## src/rtl/tunnel_scanout.sv

```systemverilog
// Display scan-out for the tunnel renderer: VGA timing generator that reads the
// 128x64 depth map from shared BRAM and shows it scaled x4 in a centred window.
module tunnel_scanout #(
    parameter int unsigned H_ACTIVE = 640,
    parameter int unsigned H_FP     = 16,
    parameter int unsigned H_SYNC   = 96,
    parameter int unsigned H_BP     = 48,
    parameter int unsigned V_ACTIVE = 480,
    parameter int unsigned V_FP     = 10,
    parameter int unsigned V_SYNC   = 2,
    parameter int unsigned V_BP     = 33,
    parameter int unsigned WIN_X0   = 64,
    parameter int unsigned WIN_Y0   = 112,
    parameter int unsigned WIN_W    = 512,
    parameter int unsigned WIN_H    = 256
) (
    input  logic        clk,
    input  logic        rst,
    input  logic        pix_en,
    input  logic        crashed,
    input  logic [1:0]  rdata,
    output logic [12:0] raddr,
    output logic        hsync,
    output logic        vsync,
    output logic        blank,
    output logic [7:0]  rgb,
    output logic        topready
);

    localparam int unsigned H_TOTAL = H_ACTIVE + H_FP + H_SYNC + H_BP;
    localparam int unsigned V_TOTAL = V_ACTIVE + V_FP + V_SYNC + V_BP;
    localparam int unsigned HW      = $clog2(H_TOTAL);
    localparam int unsigned VW      = $clog2(V_TOTAL);
    localparam int unsigned OW      = 16;

    localparam logic [HW-1:0] H_LAST = HW'(H_TOTAL - 1);
    localparam logic [HW-1:0] H_ACT  = HW'(H_ACTIVE);
    localparam logic [HW-1:0] H_HS0  = HW'(H_ACTIVE + H_FP);
    localparam logic [HW-1:0] H_HS1  = HW'(H_ACTIVE + H_FP + H_SYNC - 1);
    localparam logic [HW-1:0] H_WX0  = HW'(WIN_X0);
    localparam logic [HW-1:0] H_WX1  = HW'(WIN_X0 + WIN_W - 1);

    localparam logic [VW-1:0] V_LAST = VW'(V_TOTAL - 1);
    localparam logic [VW-1:0] V_ACT  = VW'(V_ACTIVE);
    localparam logic [VW-1:0] V_TOP  = VW'(V_ACTIVE - 1);
    localparam logic [VW-1:0] V_VS0  = VW'(V_ACTIVE + V_FP);
    localparam logic [VW-1:0] V_VS1  = VW'(V_ACTIVE + V_FP + V_SYNC - 1);
    localparam logic [VW-1:0] V_WY0  = VW'(WIN_Y0);
    localparam logic [VW-1:0] V_WY1  = VW'(WIN_Y0 + WIN_H - 1);

    logic [HW-1:0] hcnt;
    logic [VW-1:0] vcnt;
    logic          inwin;
    logic          hs_raw;
    logic          vs_raw;
    logic          blank_raw;
    logic [OW-1:0] hoff;
    logic [OW-1:0] voff;
    logic [12:0]   map_addr;
    logic          inwin_s1;
    logic          hs_s1;
    logic          vs_s1;
    logic          blank_s1;
    logic [7:0]    depth_rgb;
    logic [7:0]    pix_rgb;

    // Stage 0: raster counters
    always_ff @(posedge clk or posedge rst) begin
        if (rst) begin
            hcnt <= '0;
            vcnt <= '0;
        end else if (pix_en) begin
            if (hcnt == H_LAST) begin
                hcnt <= '0;
                vcnt <= (vcnt == V_LAST) ? '0 : vcnt + VW'(1);
            end else begin
                hcnt <= hcnt + HW'(1);
            end
        end
    end

    always_comb begin
        inwin     = (hcnt >= H_WX0) && (hcnt <= H_WX1) &&
                    (vcnt >= V_WY0) && (vcnt <= V_WY1);
        hs_raw    = !((hcnt >= H_HS0) && (hcnt <= H_HS1));
        vs_raw    = !((vcnt >= V_VS0) && (vcnt <= V_VS1));
        blank_raw = (hcnt >= H_ACT) || (vcnt >= V_ACT);
        hoff      = OW'(hcnt) - OW'(WIN_X0);
        voff      = OW'(vcnt) - OW'(WIN_Y0);
        map_addr  = {7'(hoff >> 2), 6'(voff >> 2)};
    end

    // Address issue plus stage-1 copies of the raster flags, aligned with rdata
    always_ff @(posedge clk or posedge rst) begin
        if (rst) begin
            raddr    <= '0;
            inwin_s1 <= 1'b0;
            hs_s1    <= 1'b1;
            vs_s1    <= 1'b1;
            blank_s1 <= 1'b1;
        end else if (pix_en) begin
            if (inwin) begin
                raddr <= map_addr;
            end
            inwin_s1 <= inwin;
            hs_s1    <= hs_raw;
            vs_s1    <= vs_raw;
            blank_s1 <= blank_raw;
        end
    end

    // Depth-to-colour; crash keeps only the red field
    always_comb begin
        depth_rgb = 8'h00;
        case (rdata)
            2'b01:   depth_rgb = 8'h49;
            2'b10:   depth_rgb = 8'h92;
            2'b11:   depth_rgb = 8'hFF;
            default: depth_rgb = 8'h00;
        endcase
        if (crashed) begin
            depth_rgb = {depth_rgb[7:5], 5'b0_0000};
        end
        pix_rgb = 8'h00;
        if (!blank_s1) begin
            pix_rgb = inwin_s1 ? depth_rgb : 8'h03;
        end
    end

    // Stage 2: registered video outputs
    always_ff @(posedge clk or posedge rst) begin
        if (rst) begin
            hsync <= 1'b1;
            vsync <= 1'b1;
            blank <= 1'b1;
            rgb   <= 8'h00;
        end else if (pix_en) begin
            hsync <= hs_s1;
            vsync <= vs_s1;
            blank <= blank_s1;
            rgb   <= pix_rgb;
        end
    end

    // Renderer handshake: one clk at the step into vertical blanking
    always_ff @(posedge clk or posedge rst) begin
        if (rst) begin
            topready <= 1'b0;
        end else begin
            topready <= pix_en && (hcnt == H_LAST) && (vcnt == V_TOP);
        end
    end

endmodule

```

## config.mk

```make
export PLATFORM = sky130hd
export DESIGN_NAME = tunnel_scanout
export DESIGN_NICKNAME = d
export VERILOG_FILES = /design/src/rtl/tunnel_scanout.sv
export SDC_FILE = /design/constraint.sdc
export NUM_CORES = 1
export LEC_CHECK = 0
export CORE_MARGIN = 2
export CORE_UTILIZATION = 58
export CTS_BUF_LIST = sky130_fd_sc_hd__clkbuf_2
export DETAILED_ROUTE_END_ITERATION = 10
export HOLD_SLACK_MARGIN = 0.03
export MAX_ROUTING_LAYER = met4
export PLACE_DENSITY = 0.84
export RECOVER_POWER = 100
export SLEW_MARGIN = 10
export SYNTH_ARGS = -nofsm -noshare
export SYNTH_HDL_FRONTEND = slang
export SYNTH_SLANG_ARGS = --single-unit
```

## constraint.sdc

```tcl
create_clock -name clk -period 4.55 [get_ports clk]
set_input_delay 0.455 -clock clk [delete_from_list [all_inputs] [get_ports clk]]
set_output_delay 0.455 -clock clk [all_outputs]
set_load 0.01 [all_outputs]
```

==> results of run 1 <==
==> placed cells by master, fill, tap and decap left out, types with 3 or more instances in the layout <==
cell             netlist  layout
and3_1                 5       5
clkbuf_2               1       7
o211ai_1               4       4
o22ai_1                3       3
inv_1                 22      22
nand2_1               20      20
nand4_1                5       5
xnor2_1                4       4
nor2_1                 6       6
ha_1                  12      12
mux2i_1                4       4
o31ai_1                3       3
nand3_1               13      13
o21ai_0               18      18
clkdlybuf4s50_1        0       4
nor4_1                 4       4
dfstp_2                6       5
mux2_1                 0       9
dfrtp_1               43      43
mux2_2                 9       7
xor2_1                 5       5
a21oi_1                9       9
dlygate4sd3_1          0      26
==> cell families after synthesis <==
| group | count (synthesis) |
|---|---|
| AO/OA/AOI/OAI | 49 |
| XOR/XNOR | 9 |
| adder cells (fa/ha/maj) | 12 |
| buffers and inverters | 37 |
| flip-flops | 49 |
| multiplexers | 20 |
| AND/OR/NAND/NOR | 71 |
==> power groups by stage <==
stage | sequential (mW) | clock [mW] | combinational [mW]
after floorplan | 0.484 | 0 | 0.120
after global placement | 0.519 | 0 | 0.109
after detailed placement | 0.521 | 0 | 0.115
after CTS | 0.513 | 0.181 | 0.117
after global routing | 0.522 | 0.193 | 0.126
final | 0.515 | 0.175 | 0.111
==> sequential cells by signal, summed over array words and instances (netlist names), 8 cells and up <==
register	count
raddr	13
hcnt	10
vcnt	10
rgb	8
==> per-stage QoR <==
step	setup slack [ns]	instance area (um^2)	hold WS, ns
after floorplan	2.54	2590	0.465
after global placement	1.89	2900	0.482
after detailed placement	1.75	2900	0.482
after CTS	2.17	2940	0.508
after global routing	1.30	2890	0.558
final	1.50	2890	0.505
==> worst max-delay path, stage by stage (launching register included) <==
cell	delay (ns)
dfrtp_1	0.48
inv_1	0.14
ha_1	0.25
nand2b_2	0.11
o311ai_0	1.09
clkbuf_1	0.49
mux2_1	0.37
==> cell type report <==
type / instances / area [um^2] / share of cell area (%)
Clock buffer: 7 / 35.0 / 1.21
Clock inverter: 1 / 5.00 / 0.173
Inverter: 22 / 82.6 / 2.86
Multi-Input combinational cell: 161 / 1160 / 40.2
Sequential cell: 49 / 1230 / 42.7
Tap cell: 52 / 65.1 / 2.25
Timing Repair Buffer: 32 / 308 / 10.6
==> metal layers <==
| layer | vias up | global-route usage, % | part of all wire (%) |
|---|---|---|---|
| li1 | 920 | - | - |
| met1 | 967 | 30.7 | 44 |
| met2 | 70 | 38.1 | 49 |
| met3 | 13 | 3.85 | 5.5 |
| met4 | 0 | 6.50 | 1.5 |
| met5 | - | - | 0 |
==> worst paths after layout <==
| path | startpoint | end | depth (start not counted) |
|---|---|---|---|
| max in group asynchronous | rst | vcnt[6] | 2 |
| min in group asynchronous | rst | rgb[6] | 2 |
| max reg2reg | hcnt[6] | raddr[1] | 6 |
| min | vs_s1 | vs_s1 | 2 |
| max | hcnt[6] | raddr[1] | 6 |
| min reg2reg | vs_s1 | vs_s1 | 2 |
==> impl_metrics.xml, run 1 <==
<?xml version="1.0" encoding="UTF-8"?>
<metrics>
  <group name="global_route">
    <metric name="number_of_antenna_violations_at_the_first_check_in_global_routing" unit="">0</metric>
    <metric name="grt_use_total" unit="%">23.5</metric>
    <metric name="grt_pass1_wl" unit="um">9020</metric>
    <metric name="number_of_global_route_vias_before_repair" unit="">1899</metric>
    <metric name="grt_start_max_net_pins" unit="">50</metric>
    <metric name="grt-ovfl-total" unit="">0</metric>
  </group>
  <group name="critical_path">
    <metric name="critical_path_peak_fanout" unit="">9</metric>
    <metric name="critPathArrivalTime" unit="ns">3.36</metric>
    <metric name="timing.critical_path.required" unit="ns">4.86</metric>
    <metric name="critPathCaptureType" unit="">register</metric>
    <metric name="critPathLaunchType" unit="">register</metric>
    <metric name="rrSetupSlack" unit="ns">1.50</metric>
    <metric name="worstSetupPathType" unit="">register to register</metric>
  </group>
  <group name="timing">
    <metric name="setup_total_negative_slack" unit="ns">0</metric>
    <metric name="actual_transition_at_the_worst_max_transition_pin" unit="ns">1.79</metric>
    <metric name="slew-limit-headroom" unit="%">-19.2</metric>
    <metric name="slew_violations" unit="">50</metric>
    <metric name="setup_viol" unit="">0</metric>
    <metric name="skew" unit="ns">0.0403</metric>
    <metric name="crit_share_post_route" unit="%">67.1</metric>
    <metric name="unrepaired_setup_endpoints_after_global_routing" unit="">no</metric>
    <metric name="hold_viol" unit="">0</metric>
    <metric name="max_freq" unit="GHz">0.328</metric>
    <metric name="period_needed" unit="ns">3.05</metric>
  </group>
  <group name="die">
    <metric name="io_pins" unit="">31</metric>
    <metric name="initial_utilization" unit="%">59.8</metric>
    <metric name="floorplan.die.width" unit="um">70.8</metric>
    <metric name="rows" unit="">24</metric>
    <metric name="floorplan.die_area" unit="um^2">5010</metric>
    <metric name="design.core.area" unit="um^2">4320</metric>
    <metric name="die_h" unit="um">70.8</metric>
  </group>
  <group name="logic_synthesis">
    <metric name="yosysSeqAreaShare" unit="%">47.7</metric>
    <metric name="post_synthesis_register_bit_count" unit="">49</metric>
    <metric name="avgSynthCellArea" unit="um^2">10.5</metric>
    <metric name="synth.top_cells.by_area" unit="">dfrtp_1 (42%), dfstp_2 (6.1%), ha_1 (5.8%)</metric>
    <metric name="mappedNetlistNets" unit="">265</metric>
    <metric name="synth.most_common_cell" unit="">dfrtp_1</metric>
    <metric name="combinational_family_with_the_most_area_after_synthesis" unit="">simple AND/OR/NAND/NOR gates</metric>
    <metric name="synth_cells" unit="">247</metric>
    <metric name="synth_top_cells_by_count" unit="">dfrtp_1 (43), inv_1 (22), nand2_1 (20), o21ai_0 (18), nand3_1 (13)</metric>
    <metric name="mappedNetlistArea" unit="um^2">2590</metric>
    <metric name="synth_compound_area_share" unit="%">12.8</metric>
    <metric name="post-synth-top-area-fraction" unit="%">41.6</metric>
    <metric name="postSynth.topFlopCell" unit="">dfrtp_1</metric>
    <metric name="synth_largest_area_cell" unit="">dfrtp_1</metric>
    <metric name="synth.area.mux_share" unit="%">9.53</metric>
    <metric name="synth_warnings" unit="">0</metric>
    <metric name="async_reset_ff_share" unit="%">100</metric>
    <metric name="synth_edf_count" unit="">0</metric>
    <metric name="post_synthesis_share_of_cell_area_spent_on_full_adders_half_adders_and_majority_gates" unit="%">5.80</metric>
    <metric name="yosys.area_share.simple" unit="%">15.2</metric>
    <metric name="ys_types" unit="">47</metric>
    <metric name="yosys.area_share.xor_xnor" unit="%">3.05</metric>
  </group>
  <group name="pwr">
    <metric name="power_density" unit="nW/um^2">277</metric>
    <metric name="ir_worst_vdd" unit="uV">190</metric>
    <metric name="proportion_of_total_power_due_to_net_switching" unit="%">31.6</metric>
    <metric name="p_comb_share" unit="%">13.8</metric>
    <metric name="cellLeakagePower" unit="nW">1.33</metric>
    <metric name="sequential_share_of_power" unit="%">64.3</metric>
    <metric name="internal_power" unit="mW">0.548</metric>
    <metric name="fin_total_pwr" unit="mW">0.801</metric>
    <metric name="p_switching" unit="mW">0.253</metric>
    <metric name="clockPowerShare" unit="%">21.9</metric>
  </group>
  <group name="placement">
    <metric name="place.detailed.instances" unit="">316</metric>
    <metric name="io_buffers" unit="">30</metric>
    <metric name="gp_routability_congestion" unit="">0.877</metric>
    <metric name="place_hpwl" unit="um">3840</metric>
  </group>
  <group name="finish">
    <metric name="insertedDiodeCount" unit="">0</metric>
    <metric name="final.fill_count" unit="">365</metric>
    <metric name="drive_gt1_share" unit="%">9.19</metric>
    <metric name="flow.area_growth_from_synthesis" unit="%">11.7</metric>
    <metric name="layoutNonFillerInstCount" unit="">324</metric>
    <metric name="finalNetCount" unit="">289</metric>
    <metric name="finalCoreUtilization" unit="%">66.8</metric>
  </group>
  <group name="clock_tree">
    <metric name="clock_tree.buffer_depth" unit="">2</metric>
    <metric name="cts_tree" unit="">built</metric>
    <metric name="clock_sinks" unit="">49</metric>
    <metric name="clockRootBuffer" unit="">clkbuf_2</metric>
    <metric name="clock_network_latency_to_the_later_pin_of_the_worst_skew_pair" unit="ns">0.43</metric>
    <metric name="cts_post_setup_buffers_inserted" unit="">0</metric>
    <metric name="cts_repair_resize_count" unit="">0</metric>
    <metric name="post_cts_hold_buffer_count" unit="">0</metric>
    <metric name="cts.htree.levels" unit="">2</metric>
    <metric name="clk_pin_slew_worst_paths" unit="ns">0.24</metric>
    <metric name="numCtsBuffers" unit="">5</metric>
  </group>
  <group name="job">
    <metric name="cap_viol_max_count" unit="">1</metric>
  </group>
  <group name="route">
    <metric name="final_routed_wire_length_divided_by_cell_count" unit="um">16.4</metric>
    <metric name="drt_iter0_drc" unit="">204</metric>
    <metric name="drt-vias-per-instance" unit="">6.08</metric>
    <metric name="detail_route.drc_violations" unit="">0</metric>
    <metric name="drt.antenna.violating_nets" unit="">0</metric>
    <metric name="drt-pass1-iter-count" unit="">4</metric>
    <metric name="vias" unit="">1970</metric>
    <metric name="routed_wl" unit="um">5300</metric>
  </group>
  <group name="status">
    <metric name="run_status" unit="">complete, but fails checks</metric>
    <metric name="failed_checks" unit="">max-capacitance violations, max-slew violations</metric>
  </group>
  <group name="hold_path">
    <metric name="min_path_type" unit="">register to register</metric>
  </group>
</metrics>
No activity file was read; power rests on OpenSTA's default activity.
==> inputs of run 2 (changes only) <==
CORE_UTILIZATION = 52   (was 58)
PLACE_DENSITY = 0.8   (was 0.84)
clock period = 2.6 ns   (was 4.55 ns; I/O delays follow)
==> run 2 against run 1 <==
The flow now finishes without violations. Critical endpoint is now raddr[10]. Critical path type unchanged. Cell count up 6.2%. Sequential power grew 72%. Wire length down 2.5%. Final area increased by 2.7%.
==> impl_metrics.xml, run 2 (synthesized netlist as in run 1, its figures left out) <==
<?xml version="1.0" encoding="UTF-8"?>
<metrics>
  <group name="clock_tree">
    <metric name="clock_sinks" unit="">49</metric>
    <metric name="cts.htree.levels" unit="">2</metric>
    <metric name="cts_repair_resize_count" unit="">0</metric>
    <metric name="cts_tree" unit="">built</metric>
    <metric name="clk_pin_slew_worst_paths" unit="ns">0.23</metric>
    <metric name="cts_post_setup_buffers_inserted" unit="">0</metric>
    <metric name="post_cts_hold_buffer_count" unit="">0</metric>
    <metric name="numCtsBuffers" unit="">5</metric>
    <metric name="clockRootBuffer" unit="">clkbuf_2</metric>
    <metric name="clock_network_latency_to_the_later_pin_of_the_worst_skew_pair" unit="ns">0.44</metric>
    <metric name="clock_tree.buffer_depth" unit="">2</metric>
  </group>
  <group name="pwr">
    <metric name="sequential_share_of_power" unit="%">63.1</metric>
    <metric name="cellLeakagePower" unit="nW">1.35</metric>
    <metric name="internal_power" unit="mW">0.963</metric>
    <metric name="p_comb_share" unit="%">15.3</metric>
    <metric name="p_switching" unit="mW">0.443</metric>
    <metric name="ir_worst_vdd" unit="uV">229</metric>
    <metric name="proportion_of_total_power_due_to_net_switching" unit="%">31.5</metric>
    <metric name="clockPowerShare" unit="%">21.6</metric>
    <metric name="power_density" unit="nW/um^2">474</metric>
  </group>
  <group name="finish">
    <metric name="insertedDiodeCount" unit="">0</metric>
    <metric name="finalCoreUtilization" unit="%">62.4</metric>
    <metric name="leading_cell_type_in_the_layout_fill_and_taps_excluded" unit="">dfrtp_1</metric>
    <metric name="drive_gt1_share" unit="%">10.8</metric>
    <metric name="final.fill_count" unit="">407</metric>
    <metric name="largestRegisters" unit="">raddr: 13 flops, hcnt: 10 flops, vcnt: 10 flops</metric>
    <metric name="flow.area_growth_from_synthesis" unit="%">14.7</metric>
    <metric name="finalNetCount" unit="">294</metric>
    <metric name="largest_reg_flops" unit="">13</metric>
    <metric name="layout_common_cells" unit="">dfrtp_1 (43), dlygate4sd3_1 (25), inv_1 (22), nand2_1 (20), o21ai_0 (18)</metric>
    <metric name="register_with_the_most_flip_flops" unit="">raddr</metric>
  </group>
  <group name="die">
    <metric name="floorplan.die.width" unit="um">74.5</metric>
    <metric name="die_h" unit="um">74.5</metric>
    <metric name="initial_utilization" unit="%">54.4</metric>
    <metric name="design.core.area" unit="um^2">4750</metric>
    <metric name="floorplan.die_area" unit="um^2">5560</metric>
    <metric name="rows" unit="">25</metric>
    <metric name="io_pins" unit="">31</metric>
  </group>
  <group name="route">
    <metric name="drt.antenna.violating_nets" unit="">0</metric>
    <metric name="final_routed_wire_length_divided_by_cell_count" unit="um">15.0</metric>
    <metric name="drt-pass1-iter-count" unit="">4</metric>
    <metric name="detail_route.drc_violations" unit="">0</metric>
    <metric name="drt-vias-per-instance" unit="">5.44</metric>
    <metric name="drt_iter0_drc" unit="">94</metric>
    <metric name="vias" unit="">1872</metric>
    <metric name="routed_wl" unit="um">5170</metric>
  </group>
  <group name="timing">
    <metric name="period_needed" unit="ns">2.27</metric>
    <metric name="setup_viol" unit="">0</metric>
    <metric name="crit_share_post_route" unit="%">87.2</metric>
    <metric name="slew-limit-headroom" unit="%">9.31</metric>
    <metric name="slew_violations" unit="">0</metric>
    <metric name="hold_viol" unit="">0</metric>
    <metric name="unrepaired_setup_endpoints_after_global_routing" unit="">no</metric>
    <metric name="setup_total_negative_slack" unit="ns">0</metric>
    <metric name="skew" unit="ns">0.0418</metric>
    <metric name="actual_transition_at_the_worst_max_transition_pin" unit="ns">1.36</metric>
    <metric name="max_freq" unit="GHz">0.441</metric>
  </group>
  <group name="critical_path">
    <metric name="crit-reg2reg-launch" unit="">hcnt[6]</metric>
    <metric name="cp-startpoint" unit="">hcnt[6]</metric>
    <metric name="critPathArrivalTime" unit="ns">2.60</metric>
    <metric name="rrSetupSlack" unit="ns">0.33</metric>
    <metric name="critPathLaunchType" unit="">register</metric>
    <metric name="timing.critical_path.required" unit="ns">2.93</metric>
    <metric name="r2r.worst_path.cells" unit="">7</metric>
    <metric name="critPathCaptureType" unit="">register</metric>
    <metric name="critical_path_peak_fanout" unit="">9</metric>
    <metric name="rr_endpoint" unit="">raddr[10]</metric>
    <metric name="worstSetupPathType" unit="">register to register</metric>
  </group>
  <group name="placement">
    <metric name="io_buffers" unit="">30</metric>
    <metric name="place_hpwl" unit="um">3830</metric>
    <metric name="gp_routability_congestion" unit="">0.898</metric>
  </group>
  <group name="status">
    <metric name="run_status" unit="">complete, no violations</metric>
  </group>
  <group name="global_route">
    <metric name="grt_pass1_wl" unit="um">9030</metric>
    <metric name="grt_start_max_net_pins" unit="">38</metric>
    <metric name="number_of_global_route_vias_before_repair" unit="">1867</metric>
    <metric name="grt-ovfl-total" unit="">0</metric>
    <metric name="grt_use_total" unit="%">22.3</metric>
    <metric name="number_of_antenna_violations_at_the_first_check_in_global_routing" unit="">0</metric>
  </group>
  <group name="hold_path">
    <metric name="timing.hold.worst_endpoint" unit="">rgb[5]</metric>
    <metric name="critical_hold_path_startpoint" unit="">rdata[0]</metric>
    <metric name="min_path_type" unit="">primary input to register</metric>
    <metric name="min_delay_path_depth" unit="">3</metric>
  </group>
  <group name="job">
    <metric name="cap_viol_max_count" unit="">0</metric>
  </group>
</metrics>
## run 2: cell count changes in the layout (fill, tap and decap cells not counted), moves of 2 or more
cell | previous run | this run
buf_4 | 0 | 4
dfstp_1 | 1 | 3
dfstp_2 | 5 | 3
mux2_1 | 9 | 7
mux2_2 | 7 | 9
## run 2: worst max path at each step
stage,to
after floorplan,raddr[0]
after global placement,vcnt[6]
after global routing,raddr[3]
after CTS,raddr[3]
final,raddr[10]
after detailed placement,vcnt[6]
## run 2: critical path, stage by stage, from the launching register on
cell and delay [ns]:
dfrtp_1 0.48, inv_1 0.13, ha_1 0.24, nand2b_2 0.11, a2111oi_4 0.40, o311ai_2 0.29, buf_12 0.22, mux2_1 0.31
## run 2: layer usage
layer  track usage (%)  wire length, um  vias up  share of wire, %
met4              8.33              111        0               2.1
met1              30.5             2480      892                48
met2              32.2             2420       35                47
met3              5.42              153       11               3.0
li1                  -                -      934                 -
met5                 -                0        -                 0
## run 2: final cells by class
class / instances / area, um^2 / area share [%]
clock buffer: 6 / 30.0 / 1.01
multi-input combinational: 161 / 1170 / 39.4
timing repair buffer: 37 / 358 / 12.1
clock inverter: 2 / 11.3 / 0.379
sequential: 49 / 1230 / 41.6
tap: 67 / 83.8 / 2.82
inverter: 22 / 82.6 / 2.78
## run 2: power groups by stage
| stage | Clock [mW] | Sequential [mW] | Combinational (mW) |
|---|---|---|---|
| 2_1_floorplan | 0 | 0.847 | 0.210 |
| 3_3_place_gp | 0 | 0.897 | 0.219 |
| 3_5_place_dp | 0 | 0.899 | 0.224 |
| 4_1_cts | 0.321 | 0.886 | 0.225 |
| 5_1_grt | 0.350 | 0.899 | 0.250 |
| 6_report | 0.304 | 0.887 | 0.215 |
## run 2: metrics by stage
step	hold WS (ns)	cells	instance area [um^2]	total power [mW]	setup WS (ns)
2_1_floorplan	0.407	247	2590	1.06	0.589
3_3_place_gp	0.482	336	2970	1.12	0.299
3_5_place_dp	0.486	336	2970	1.12	0.299
4_1_cts	0.213	344	3010	1.43	0.355
5_1_grt	0.420	344	2970	1.50	0.177
6_report	0.425	344	2970	1.41	0.332
==> inputs of run 3 (changes only) <==
SETUP_SLACK_MARGIN = 0.1   (was not set)
==> results of run 3 <==
Final layout, timing and power as in run 2 (identical DEF).
